--- config.mk ---
export PLATFORM = sky130hd
export DESIGN_NAME = uart_rx_oversample
export DESIGN_NICKNAME = d
export VERILOG_FILES = /design/src/rtl/uart_pkg.sv /design/src/rtl/uart_baud_tick.sv /design/src/rtl/uart_rx_oversample.sv
export SDC_FILE = /design/constraint.sdc
export NUM_CORES = 1
export LEC_CHECK = 0
export BUFFER_PORTS_ARGS = -buffer_cell sky130_fd_sc_hd__buf_2
export CAP_MARGIN = 40
export CORE_UTILIZATION = 60
export CTS_BUF_LIST = sky130_fd_sc_hd__clkbuf_8
export CTS_CLUSTER_SIZE = 12
export DETAILED_ROUTE_END_ITERATION = 16
export PLACE_DENSITY = 0.8
export SLEW_MARGIN = 20
export SYNTH_ARGS = -nofsm -noshare
export SYNTH_HDL_FRONTEND = slang
export SYNTH_SLANG_ARGS = --single-unit
--- constraint.sdc ---
create_clock -name clk -period 2.5 [get_ports clk]
set_clock_uncertainty 0.2 [all_clocks]
set_input_delay 0.5 -clock clk [delete_from_list [all_inputs] [get_ports clk]]
set_output_delay 0.5 -clock clk [all_outputs]
set_load 0.05 [all_outputs]
--- src/rtl/uart_pkg.sv ---
// rtl/uart_pkg.sv - shared UART types, constants and the 3-sample majority vote
package uart_pkg;

  typedef enum logic [1:0] {IDLE, START, DATA, STOP} rx_state_t;

  localparam int DEFAULT_OVERSAMPLE = 16;
  localparam int DATA_BITS          = 8;

  // Vote samples sit at these offsets around the mid-bit sample OVERSAMPLE/2.
  localparam int VOTE_FIRST_OFS = -1;
  localparam int VOTE_MID_OFS   = 0;
  localparam int VOTE_LAST_OFS  = 1;

  function automatic logic majority3(input logic a, input logic b, input logic c);
    return (a & b) | (a & c) | (b & c);
  endfunction

endpackage

--- src/rtl/uart_baud_tick.sv ---
// rtl/uart_baud_tick.sv - free-running divide-by-DIV counter with synchronous clear and tick
module uart_baud_tick #(
  parameter int DIV = 2
) (
  input  logic clk,
  input  logic reset,
  input  logic clear,
  output logic tick
);

  localparam int W = (DIV > 1) ? $clog2(DIV) : 1;
  localparam logic [W-1:0] LAST = W'(DIV - 1);

  logic [W-1:0] count;

  assign tick = (count == LAST);

  always_ff @(posedge clk) begin
    if (reset || clear) begin
      count <= '0;
    end else if (tick) begin
      count <= '0;
    end else begin
      count <= count + 1'b1;
    end
  end

endmodule

--- src/rtl/uart_rx_oversample.sv ---
// rtl/uart_rx_oversample.sv - oversampling 8N1 UART receiver with majority vote and ready/valid output
module uart_rx_oversample
  import uart_pkg::*;
#(
  parameter int CLOCK_FREQ = 125_000_000,
  parameter int BAUD_RATE  = 115_200,
  parameter int OVERSAMPLE = DEFAULT_OVERSAMPLE
) (
  input  logic       clk,
  input  logic       reset,
  input  logic       serial_in,
  output logic [7:0] data_out,
  output logic       data_out_valid,
  input  logic       data_out_ready,
  output logic       framing_error,
  output logic       overrun
);

  localparam int DIV = CLOCK_FREQ / (BAUD_RATE * OVERSAMPLE);
  localparam int SW  = $clog2(OVERSAMPLE);
  localparam int BW  = $clog2(DATA_BITS);
  localparam int M   = OVERSAMPLE / 2;

  localparam logic [SW-1:0] S_VOTE_A = SW'(M + VOTE_FIRST_OFS);
  localparam logic [SW-1:0] S_VOTE_B = SW'(M + VOTE_MID_OFS);
  localparam logic [SW-1:0] S_VOTE_C = SW'(M + VOTE_LAST_OFS);
  localparam logic [SW-1:0] S_LAST   = SW'(OVERSAMPLE - 1);
  localparam logic [BW-1:0] LAST_BIT = BW'(DATA_BITS - 1);

  logic                 sync1;
  logic                 rx;
  rx_state_t            state;
  rx_state_t            next_state;
  logic [SW-1:0]        sample_idx;
  logic [BW-1:0]        bit_cnt;
  logic                 vote_a;
  logic                 vote_b;
  logic                 bit_vote;
  logic [DATA_BITS-1:0] shift;

  logic tick;
  logic start_det;
  logic at_vote_end;
  logic at_last;
  logic bit_val;
  logic deliver;
  logic frame_bad;

  uart_baud_tick #(.DIV(DIV)) u_tick (
    .clk   (clk),
    .reset (reset),
    .clear (start_det),
    .tick  (tick)
  );

  assign at_vote_end = (sample_idx == S_VOTE_C);
  assign at_last     = (sample_idx == S_LAST);
  // Third vote sample is taken live so the decision lands on the M+1 tick itself.
  assign bit_val     = majority3(vote_a, vote_b, rx);

  always_ff @(posedge clk) begin
    if (reset) begin
      state <= IDLE;
    end else begin
      state <= next_state;
    end
  end

  always_comb begin
    next_state = state;
    case (state)
      IDLE:  if (!rx) next_state = START;
      START: begin
        if (tick && at_vote_end && bit_val) begin
          next_state = IDLE;
        end else if (tick && at_last) begin
          next_state = DATA;
        end
      end
      DATA:  if (tick && at_last && bit_cnt == LAST_BIT) next_state = STOP;
      STOP:  if (tick && at_vote_end) next_state = IDLE;
      default: next_state = IDLE;
    endcase
  end

  always_comb begin
    start_det = (state == IDLE) && !rx;
    deliver   = 1'b0;
    frame_bad = 1'b0;
    if (state == STOP && tick && at_vote_end) begin
      deliver   = bit_val;
      frame_bad = !bit_val;
    end
  end

  always_ff @(posedge clk) begin
    if (reset) begin
      sync1          <= 1'b1;
      rx             <= 1'b1;
      sample_idx     <= '0;
      bit_cnt        <= '0;
      vote_a         <= 1'b0;
      vote_b         <= 1'b0;
      bit_vote       <= 1'b0;
      shift          <= '0;
      data_out       <= '0;
      data_out_valid <= 1'b0;
      framing_error  <= 1'b0;
      overrun        <= 1'b0;
    end else begin
      sync1         <= serial_in;
      rx            <= sync1;
      framing_error <= frame_bad;
      overrun       <= 1'b0;

      if (start_det) begin
        sample_idx <= '0;
        vote_a     <= 1'b0;
        vote_b     <= 1'b0;
        bit_vote   <= 1'b0;
      end else if (tick && state != IDLE) begin
        sample_idx <= at_last ? '0 : sample_idx + 1'b1;
        if (sample_idx == S_VOTE_A) vote_a <= rx;
        if (sample_idx == S_VOTE_B) vote_b <= rx;
        if (at_vote_end) bit_vote <= bit_val;
        if (at_last && state == START) bit_cnt <= '0;
        if (at_last && state == DATA) begin
          shift   <= {bit_vote, shift[DATA_BITS-1:1]};
          bit_cnt <= bit_cnt + 1'b1;
        end
      end

      // A byte arriving while the register is full is dropped unless the consumer frees it this cycle.
      if (deliver) begin
        if (!data_out_valid || data_out_ready) begin
          data_out       <= shift;
          data_out_valid <= 1'b1;
        end else begin
          overrun <= 1'b1;
        end
      end else if (data_out_valid && data_out_ready) begin
        data_out_valid <= 1'b0;
      end
    end
  end

endmodule

* Word-level counts from Yosys, hierarchy flattened *
Cells that the tools add are included.

cells by class
  $add $sub $neg = 3
  bitwise operators = 8
  reduce and logical (&&, ||, !) cells = 32
  muxes and demuxes = 14
  equal/unequal tests = 14

operator list
  cell                                            count
  == test 4 bit (second input constant)           3
  logical AND 1 bit                               11
  2-to-1 mux 2 bit                                5
  AND reduction 2 bit                             5
  case mux 2 bit (4 select lines)                 1
  OR reduction 2 bit                              4
  adder 7 x 1 -> 7 bit (second input constant)    1
  == test 7 bit (second input constant)           1
  2-to-1 mux 3 bit                                2
  inequality test 2 bit (second input constant)   3
  AND reduction 3 bit                             2
  nonzero test 2 bit                              3
  2-to-1 mux 1 bit                                5
  adder 4 x 1 -> 4 bit (second input constant)    1
  == test 2 bit (second input constant)           2
  == test 4 x 3 -> 1 bit (second input constant)  1
  2-to-1 mux 4 bit                                1
  AND reduction 4 bit                             1
  adder 3 x 1 -> 3 bit (second input constant)    1
  bitwise AND 1 bit                               3
  == test 3 bit (second input constant)           1
  logical NOT 1 bit                               3
  inequality test 3 bit (second input constant)   1
  inverter 1 bit                                  3
  5 further kinds                                 7

word-level totals
  register bits after elaboration = 40

* Depth between registers and ports, before layout *
Gate-level depths: netlist of run 1.

  depth in word-level cells = 6
  gate-level depth with buffers = 6

* By module *
From an unflattened synthesis of run 1, not the netlist that was laid out.

second synthesis, totals
  cells, all modules = 209
  area, all modules = 1,893.1 µm²

modules (own cells, without submodules)
  module              area an instance (µm²)  cells each  instances  sequential area each (µm²)
  uart_rx_oversample  1,580.3                 175         1          660.6
  uart_baud_tick      312.8                   34          1          140.1

* Least setup slack after synthesis of run 1 *
OpenSTA, ideal clock, no wires.

  path kind = reg-to-reg
  start point = register u_tick.count[5]
  end point = register data_out[1]
  stages on the path, launching flop included = 5
  period minus slack after synthesis = 1,807 ps
  arrival time = 1,536 ps
  path buffers = 0
  path slack = 693 ps
  cell sequence = dfxtp_1 or4_4 nor4b_4 nand3_1 a21oi_1

between the ends
  word-level cells in the longest chain between the ends = 5

ends and longest elaborated chain
  element                          RTL line                   text
  from (decl)                      uart_baud_tick.sv:14       logic [W-1:0] count;
  from (signal assigned)           uart_baud_tick.sv:24       count <= count + 1'b1;
  == test 7 bit                    uart_baud_tick.sv:16       assign tick = (count == LAST);
  logical AND 1 bit (2 in series)  uart_rx_oversample.sv:90   if (state == STOP && tick && at_vote_end) begin
  2-to-1 mux 1 bit                 uart_rx_oversample.sv:90
  AND reduction 2 bit (no line)    -
  to (signal assigned)             uart_rx_oversample.sv:136  data_out <= shift;
  to (decl)                        uart_rx_oversample.sv:12   output logic [7:0] data_out,

Every way passes these cells.
A chain may end at the register's enable or synchronous reset.

* Final worst setup path of run 1 *
  start point = register u_tick.count[0]
  end point = register shift[7]

between the ends
  word-level cells in the longest chain between the ends = 3

ends and longest elaborated chain
  element                        RTL line                   text
  == test 7 bit                  uart_baud_tick.sv:16
  logical AND 1 bit              uart_rx_oversample.sv:121  end else if (tick && state != IDLE) begin
  AND reduction 3 bit (no line)  -
  to (signal assigned)           uart_rx_oversample.sv:128  shift <= {bit_vote, shift[DATA_BITS-1:1]};
  to (decl)                      uart_rx_oversample.sv:39   logic [DATA_BITS-1:0] shift;

Every way passes these cells.

==> results of run 1 <==
-- Yosys cell counts, drive strengths merged (3+ instances only) --
master  number  share of area [%]
nor3         3               0.86
or2          4                1.4
nor2        18                3.9
xor2         5                2.5
ha           7                5.0
and3         4                1.4
nand2       14                3.0
a21oi       14                4.0
nand2b       7                2.5
nand3       17                4.9
o21ai       13                3.7
nand4        3                1.1
mux2i       12                6.9
inv          4               0.86
and2         3                1.1
dfxtp       40                 46
clkbuf       4               0.86
-- cells in the final DEF (no fill, tap or decap), types with 2 or more instances in the layout --
cell type  instances
nand4_1            3
xor2_1             5
nand2_1           14
clkbuf_8           7
inv_1              4
mux2i_1           12
nand3b_1           2
buf_2             14
o21ai_0           13
ha_1               7
nor2_1            18
nor2b_1            2
nand3_1           17
xnor2_1            2
a21oi_1           14
and2_1             2
nor3_1             3
and3_1             4
nand2b_1           7
or2_2              4
dfxtp_1           40
-- power by group through the flow --
stage | Combinational, mW | Sequential, mW | Clock [mW]
after floorplan | 0.0442 | 0.666 | 0
after global placement | 0.0448 | 0.674 | 0
after detailed placement | 0.0482 | 0.675 | 0
after CTS | 0.0481 | 0.660 | 0.455
after global routing | 0.0538 | 0.663 | 0.474
final | 0.0476 | 0.660 | 0.446
-- state kept, by name, summed over array words and instances, names as in the netlist, named ones only --
signal          cells
bit_cnt             3
bit_vote            1
data_out            8
data_out_valid      1
framing_error       1
overrun             1
rx                  1
sample_idx          4
shift               8
state               1
sync1               1
u_tick.count        7
vote_a              1
vote_b              1
-- through the flow --
step	setup slack, ps	std cells	power, mW	utilization (%)
finish	439	238	1.15	70.0
global route	255	238	1.19	70.0
CTS	435	238	1.16	70.0
detailed placement	455	231	0.723	66.5
global placement	529	231	0.718	66.5
floorplan	693	191	0.711	-
-- final cells by class --
cell class,count,area (sq um)
Inverter,4,15.0
Clock buffer,7,96.3
Timing Repair Buffer,14,70.1
Sequential cell,40,801
Tap cell,31,38.8
Fill cell,219,827
Multi-Input combinational cell,142,910
-- cells by family after synthesis --
kind of cell	after synthesis	synth area share, %
flops	40	45.9
buf+inv	9	1.94
simple gates	84	26.4
xor+xnor	7	3.52
fa+ha+maj	8	5.60
compound gates	31	9.76
mux	12	6.89
-- per-layer routing --
metal | vias up | global-route usage (%) | wire length (microns) | part of all wire (%)
li1 | 698 | - | - | -
met1 | 684 | 28.8 | 1540 | 45
met2 | 38 | 43.2 | 1730 | 51
met3 | 4 | 5.81 | 104 | 3.1
met4 | 0 | 8.71 | 31 | 0.91
met5 | - | 0 | 0 | 0
-- how the worst max path moves through the flow --
stage	start	to	slack, ps	cells past startpoint
final	u_tick.count[0]	shift[7]	440	6
after global routing	sample_idx[0]	shift[6]	260	5
after CTS	u_tick.count[0]	shift[7]	440	6
after detailed placement	u_tick.count[0]	shift[7]	450	6
after global placement	u_tick.count[5]	data_out[3]	530	4
after floorplan	u_tick.count[5]	data_out[1]	690	4
==> reports/metrics.yaml, run 1 <==
cts_tree: "done"
drive_above_1_share_pct: 14.0
routed_wl_microns: 3400
grt_pass1_wl_microns: 6060
ir_worst_vdd_uv: 555
fin_crit_ps: 2060
syn_avg_cell_area_sq_um: 9.13
finalSetupTns_ps: 0
synthFlopType: "dfxtp_1"
async_flop_share_pct: 0
syn_inst: 191
timing_hold_violations_final: 0
start_util_pct: 63.2
insertion_delay_ps: 280
worstPathRequired_ps: 2450
p_leak_nw: 0.809
postRouteAntennaNets: 0
grt_max_degree: 32
hold_path.class: "input pin to flop"
port_buffers: 14
path_class: "flop to flop"
grt.total_usage_pct: 24.4
rsz0062_at_grt: "false"
synth_edf_count: 0
synth_seq_cells: 40
synthesis.area_sq_mm: 0.00174
insertedDiodeCount: 0
clockPowerShare_pct: 38.7
area_delta_synth_final_pct: 10.7
yosysSeqAreaShare_pct: 45.9
coreArea_sq_mm: 0.00276
crit_arrival_ps: 2010
hold_depth: 2
dr_total_vias: 1424
power_density_mw_per_mm2: 598
slew_violations: 0
path_cells: "inv_1 -> ha_1 -> and4bb_2 -> nand4_1 -> mux2i_1 -> nor2_1"
grt_pass1_vias: 1408
cap_violations: 0
holdCritStartpoint: "serial_in"
rows: 19
holdWs_ps: 202
die_h_microns: 55.9
die_area_sq_mm: 0.00313
overflow: 0
stdcell_area_sq_mm: 0.00193
clk_root_buffer_cell: "clkbuf_8"
routed_via_density: 5.98
finalNetCount: 218
start_kind: "flop"
drc: 0
clk_path_buf_depth: 2
cpPeakStageDelay_ps: 470
cts_setup_buffers: 0
endpoint_kind: "flop"
yosysWarnings: 0
htreeDepth: 2
die_w_microns: 55.9
syn-num-nets: 202
reg2reg_depth: 6
reg2reg_to: "shift[7]"
drt_iter0_drc: 44
seqPwrFrac_pct: 57.2
first_pass_iters: 4
clkTransAtPathRegs_ps: 70
switching_share_pct: 20.9
status: "complete, no violations"
setup_viol: 0
antenna_found_initial: 0
dp_hpwl_microns: 2520
gp_congestion: 0.826
reg2reg_slack_ps: 440
cts_sinks: 40
finalCritPeriodShare_pct: 82.4
path_max_fanout: 9
fmax_mhz: 485
crit_family: "simple AND/OR/NAND/NOR gates"
routedWlPerCell_microns: 14.3
relSlewSlack_pct: 51.3
p_switching_mw: 0.241
io_pins: 15
yosysUniqueCellTypes: 34
rr_startpoint: "u_tick.count[0]"
postCtsHoldBufs: 0
tightest_slew_ps: 724
dpl_cell_area_sq_mm: 0.00183
path_buf_inv: 1
min_to: "sync1"
p_int_mw: 0.913
numCtsBuffers: 5
combPwrFrac_pct: 4.1
cts_resized: 0
crit_slowest_cell: "nand4_1"
No activity file was read; power rests on OpenSTA's default activity.
==> run 2, diff against run 1 <==
==> constraint.sdc (replaced) <==
create_clock -name clk -period 2.05 [get_ports clk]
set_clock_uncertainty 0.2 [all_clocks]
set_input_delay 0.41 -clock clk [delete_from_list [all_inputs] [get_ports clk]]
set_output_delay 0.41 -clock clk [all_outputs]
set_load 0.05 [all_outputs]
==> run 2 against run 1 <==
Against the previous run:
- die area did not move
- combinational power rose by 24%
- clock-buffer cell count fell by 2
- flip-flop and latch count did not move
- via count fell by 3.7%
- maximum frequency rose by 9.5%
- sequential share of layout area fell by 0.56 points
- sequential power rose by 22%
- global-route usage fell by 2.5 points
- wire length fell by 7.0%
- cell count rose by 2.5%
- total power rose by 15%
- critical path type unchanged
- critical endpoint is now vote_b
- highest routed layer unchanged
==> reports/metrics.yaml, run 2 (synthesized netlist as in run 1, its figures left out) <==
fmax_mhz: 531
combPwrFrac_pct: 4.4
grt_pass1_vias: 1220
p_leak_nw: 0.833
path_cells: "inv_1 -> ha_1 -> and4bb_2 -> and3_1 -> and4b_1 -> mux2i_1"
path_class: "flop to flop"
overflow: 0
p_int_mw: 1.04
reg_top3: "data_out x8, shift x8, u_tick.count x7"
cpPeakStageDelay_ps: 340
area_delta_synth_final_pct: 12.2
dr_total_vias: 1372
stdcell_area_sq_mm: 0.00196
final_core_util_pct: 71.0
status: "complete, no violations"
coreArea_sq_mm: 0.00276
routedWlPerCell_microns: 13.0
cap_violations: 0
power_mw: 1.33
crit_path_start: "u_tick.count[0]"
die_w_microns: 55.9
finalNonFillerCells: 244
hold_path.class: "input pin to flop"
nFillCells: 227
crit_slowest_cell: "dfxtp_1"
clkTransAtPathRegs_ps: 70
htreeDepth: 2
setup_slack_ps: 168
timing_hold_violations_final: 0
path_max_fanout: 6
start_kind: "flop"
holdWs_ps: 103
rsz0062_at_grt: "false"
drive_above_1_share_pct: 16.0
rr_startpoint: "u_tick.count[0]"
layout_commonest_cell: "dfxtp_1"
clockPowerShare_pct: 35.0
mostFrequentLayoutCells: "dfxtp_1 (40), nor2_1 (18), nand3_1 (17)"
finalCritPeriodShare_pct: 91.8
postRouteAntennaNets: 0
first_pass_iters: 4
slew_violations: 0
endpoint_kind: "flop"
insertedDiodeCount: 0
routed_via_density: 5.62
cts_sinks: 40
grt.total_usage_pct: 21.9
die_area_sq_mm: 0.00313
seqPwrFrac_pct: 60.6
crit_arrival_ps: 1900
relSlewSlack_pct: 70.7
drc: 0
io_pins: 15
cts_tree: "done"
grt_max_degree: 24
finalSetupTns_ps: 0
start_util_pct: 63.2
grt_pass1_wl_microns: 5290
dpl_cell_area_sq_mm: 0.00186
setup_viol: 0
die_h_microns: 55.9
power_density_mw_per_mm2: 680
finalNetCount: 224
p_switching_mw: 0.289
worstPathRequired_ps: 2070
port_buffers: 14
routed_wl_microns: 3170
clk_root_buffer_cell: "clkbuf_8"
tightest_slew_ps: 436
numCtsBuffers: 5
insertion_delay_ps: 290
postCtsHoldBufs: 0
antenna_found_initial: 0
dp_hpwl_microns: 2340
ir_worst_vdd_uv: 575
gp_congestion: 0.866
drt_iter0_drc: 50
post-place-ws_ps: 93.2
fin_crit_ps: 1880
switching_share_pct: 21.7
rows: 19
clk_path_buf_depth: 2
holdCritStartpoint: "serial_in"
post-place-cells: 235
[run 2: worst paths after layout]
| path | end | slack, ps | depth (start not counted) |
|---|---|---|---|
| min | sync1 | 100 | 2 |
| max reg2reg | vote_b | 170 | 6 |
| min reg2reg | rx | 210 | 1 |
| max | vote_b | 170 | 6 |
[run 2: power by group through the flow]
stage	registers (mW)	logic, mW	clock network, mW
2_1_floorplan	0.813	0.0539	0
3_3_place_gp	0.822	0.0565	0
3_5_place_dp	0.823	0.0588	0
4_1_cts	0.805	0.0592	0.481
5_1_grt	0.806	0.0681	0.511
6_report	0.805	0.0589	0.466
[run 2: what timing repair did]
action / CTS / global route
setup buffers: 0 / 2
gates resized for setup: 0 / 0
endpoints found under the hold margin: 0 / 0
endpoints found under the setup margin: 0 / 6
[run 2: layer usage]
| metal | vias to the layer above | GRT usage [%] | wire length (microns) |
|---|---|---|---|
| met5 | - | 0 | 0 |
| met4 | 0 | 8.36 | 53 |
| met3 | 7 | 6.28 | 99 |
| met2 | 19 | 34.9 | 1480 |
| met1 | 631 | 28.3 | 1530 |
| li1 | 715 | - | - |
[run 2: final cells by class]
class	count	area (sq um)	share of cell area [%]
inverters	4	15.0	0.767
repair buffers	20	115	5.88
flip-flops and latches	40	801	40.9
well taps	31	38.8	1.98
multi-input cells	142	910	46.5
clock inverters	2	8.76	0.448
clock buffers	5	68.8	3.52
[run 2: critical path: cells and delay by family (launching register included)]
kind / cells / cell delay (ps)
mux: 1 / 200
buf+inv: 1 / 60
simple gates: 3 / 840
fa+ha+maj: 1 / 170
flops: 1 / 340
==> run 3, diff against run 2 <==
==> constraint.sdc (replaced) <==
create_clock -name clk -period 2.19 [get_ports clk]
set_clock_uncertainty 0.2 [all_clocks]
set_input_delay 0.438 -clock clk [delete_from_list [all_inputs] [get_ports clk]]
set_output_delay 0.438 -clock clk [all_outputs]
set_load 0.05 [all_outputs]
==> run 3 against run 2 <==
Against the previous run:
- clock power is 7.1% higher
- clock-buffer cell count is 1 higher
- wire length is 8.0% higher
==> reports/metrics.yaml, run 3 (synthesized netlist as in run 1, its figures left out) <==
first_pass_iters: 4
cpPeakStageDelay_ps: 570
crit_slowest_cell: "or4_4"
postRouteAntennaNets: 0
mostFrequentLayoutCells: "dfxtp_1 (40), nor2_1 (18), nand3_1 (17)"
path_class: "flop to flop"
insertedDiodeCount: 0
finalCritPeriodShare_pct: 92.5
rows: 19
reg2reg_to: "data_out[7]"
die_w_microns: 55.9
drive_above_1_share_pct: 14.4
hold_depth: 2
rr_startpoint: "u_tick.count[5]"
status: "complete, no violations"
grt.total_usage_pct: 23.4
reg_top3: "data_out x8, shift x8, u_tick.count x7"
die_area_sq_mm: 0.00313
cts_resized: 0
clkTransAtPathRegs_ps: 70
endpoint_kind: "flop"
coreArea_sq_mm: 0.00276
cts_tree: "done"
clk_path_buf_depth: 2
p_leak_nw: 0.812
htreeDepth: 2
grt_max_degree: 32
port_buffers: 14
postCtsHoldBufs: 0
relSlewSlack_pct: 61.4
grt_pass1_vias: 1296
start_util_pct: 63.2
tightest_slew_ps: 574
cap_violations: 0
cts_sinks: 40
setup_viol: 0
crit_arrival_ps: 2050
gp_congestion: 0.870
ir_worst_vdd_uv: 538
dp_hpwl_microns: 2440
io_pins: 15
hold_path.class: "input pin to flop"
rsz0062_at_grt: "false"
numCtsBuffers: 5
slew_violations: 0
finalNetCount: 219
routed_wl_microns: 3420
clk_root_buffer_cell: "clkbuf_8"
grt_pass1_wl_microns: 5630
dpl_cell_area_sq_mm: 0.00184
power_density_mw_per_mm2: 676
stdcell_area_sq_mm: 0.00194
antenna_found_initial: 0
min_to: "sync1"
dr_total_vias: 1420
final_core_util_pct: 70.2
fmax_mhz: 493
fin_crit_ps: 2030
start_kind: "flop"
reg2reg_depth: 4
area_delta_synth_final_pct: 11.0
path_cells: "or4_4 -> nor4b_4 -> nand3_1 -> a21oi_1"
layout_commonest_cell: "dfxtp_1"
reg2reg_slack_ps: 160
overflow: 0
finalSetupTns_ps: 0
path_max_fanout: 9
timing_hold_violations_final: 0
routed_via_density: 5.92
die_h_microns: 55.9
cts_setup_buffers: 0
drt_iter0_drc: 51
insertion_delay_ps: 290
holdCritStartpoint: "serial_in"
worstPathRequired_ps: 2210
routedWlPerCell_microns: 14.2
drc: 0
## run 3: changes by cell type in the layout (fill, tap and decap cells not counted), sizes merged
cell,delta
clkinv,-1
clkinvlp,+1
clkbuf,+1
buf,-5
## run 3: metrics by stage
stage	setup WS, ps	std cells	total power, mW	hold WS [ps]
2_1_floorplan	383	191	0.811	189
3_3_place_gp	270	232	0.820	198
4_1_cts	184	240	1.32	120
3_5_place_dp	207	232	0.824	202
5_1_grt	65.0	240	1.35	127
6_report	163	240	1.31	123
## run 3: worst max-delay path by stage
stage	to	cells after the start	from
3_5_place_dp	data_out[7]	4	u_tick.count[5]
4_1_cts	data_out[7]	4	u_tick.count[5]
6_report	data_out[7]	4	u_tick.count[5]
2_1_floorplan	data_out[1]	4	u_tick.count[5]
3_3_place_gp	data_out[3]	4	u_tick.count[5]
5_1_grt	data_out[6]	4	u_tick.count[5]
## run 3: power breakdown
part / total, mW / internal (mW) / switching (mW)
combinational: 0.0545 / 0.0240 / 0.0304
clock: 0.499 / 0.251 / 0.248
sequential: 0.755 / 0.738 / 0.0168
## run 3: worst max-delay path, delay by kind of cell (launching register included)
family,cells,cell delay [ps]
AOI/OAI and AO/OA,1,170
and+or+nand+nor,3,1230
DFF,1,350
## run 3: final cells by class
type                    instances  area, sq um
repair buffers                 15         77.6
fillers                       235          822
clock inverters                 2         11.3
multi-input cells             142          910
inverters                       4         15.0
clock buffers                   6         82.6
well taps                      31         38.8
flip-flops and latches         40          801
## run 3: layer usage
| metal | share of wire [%] | up-vias | global-route usage, % | wire [microns] |
|---|---|---|---|---|
| li1 | - | 705 | - | - |
| met1 | 45 | 673 | 27.7 | 1550 |
| met2 | 48 | 36 | 40.1 | 1650 |
| met3 | 4.9 | 6 | 6.98 | 166 |
| met4 | 1.5 | 0 | 8.71 | 51 |
| met5 | 0 | - | 0 | 0 |
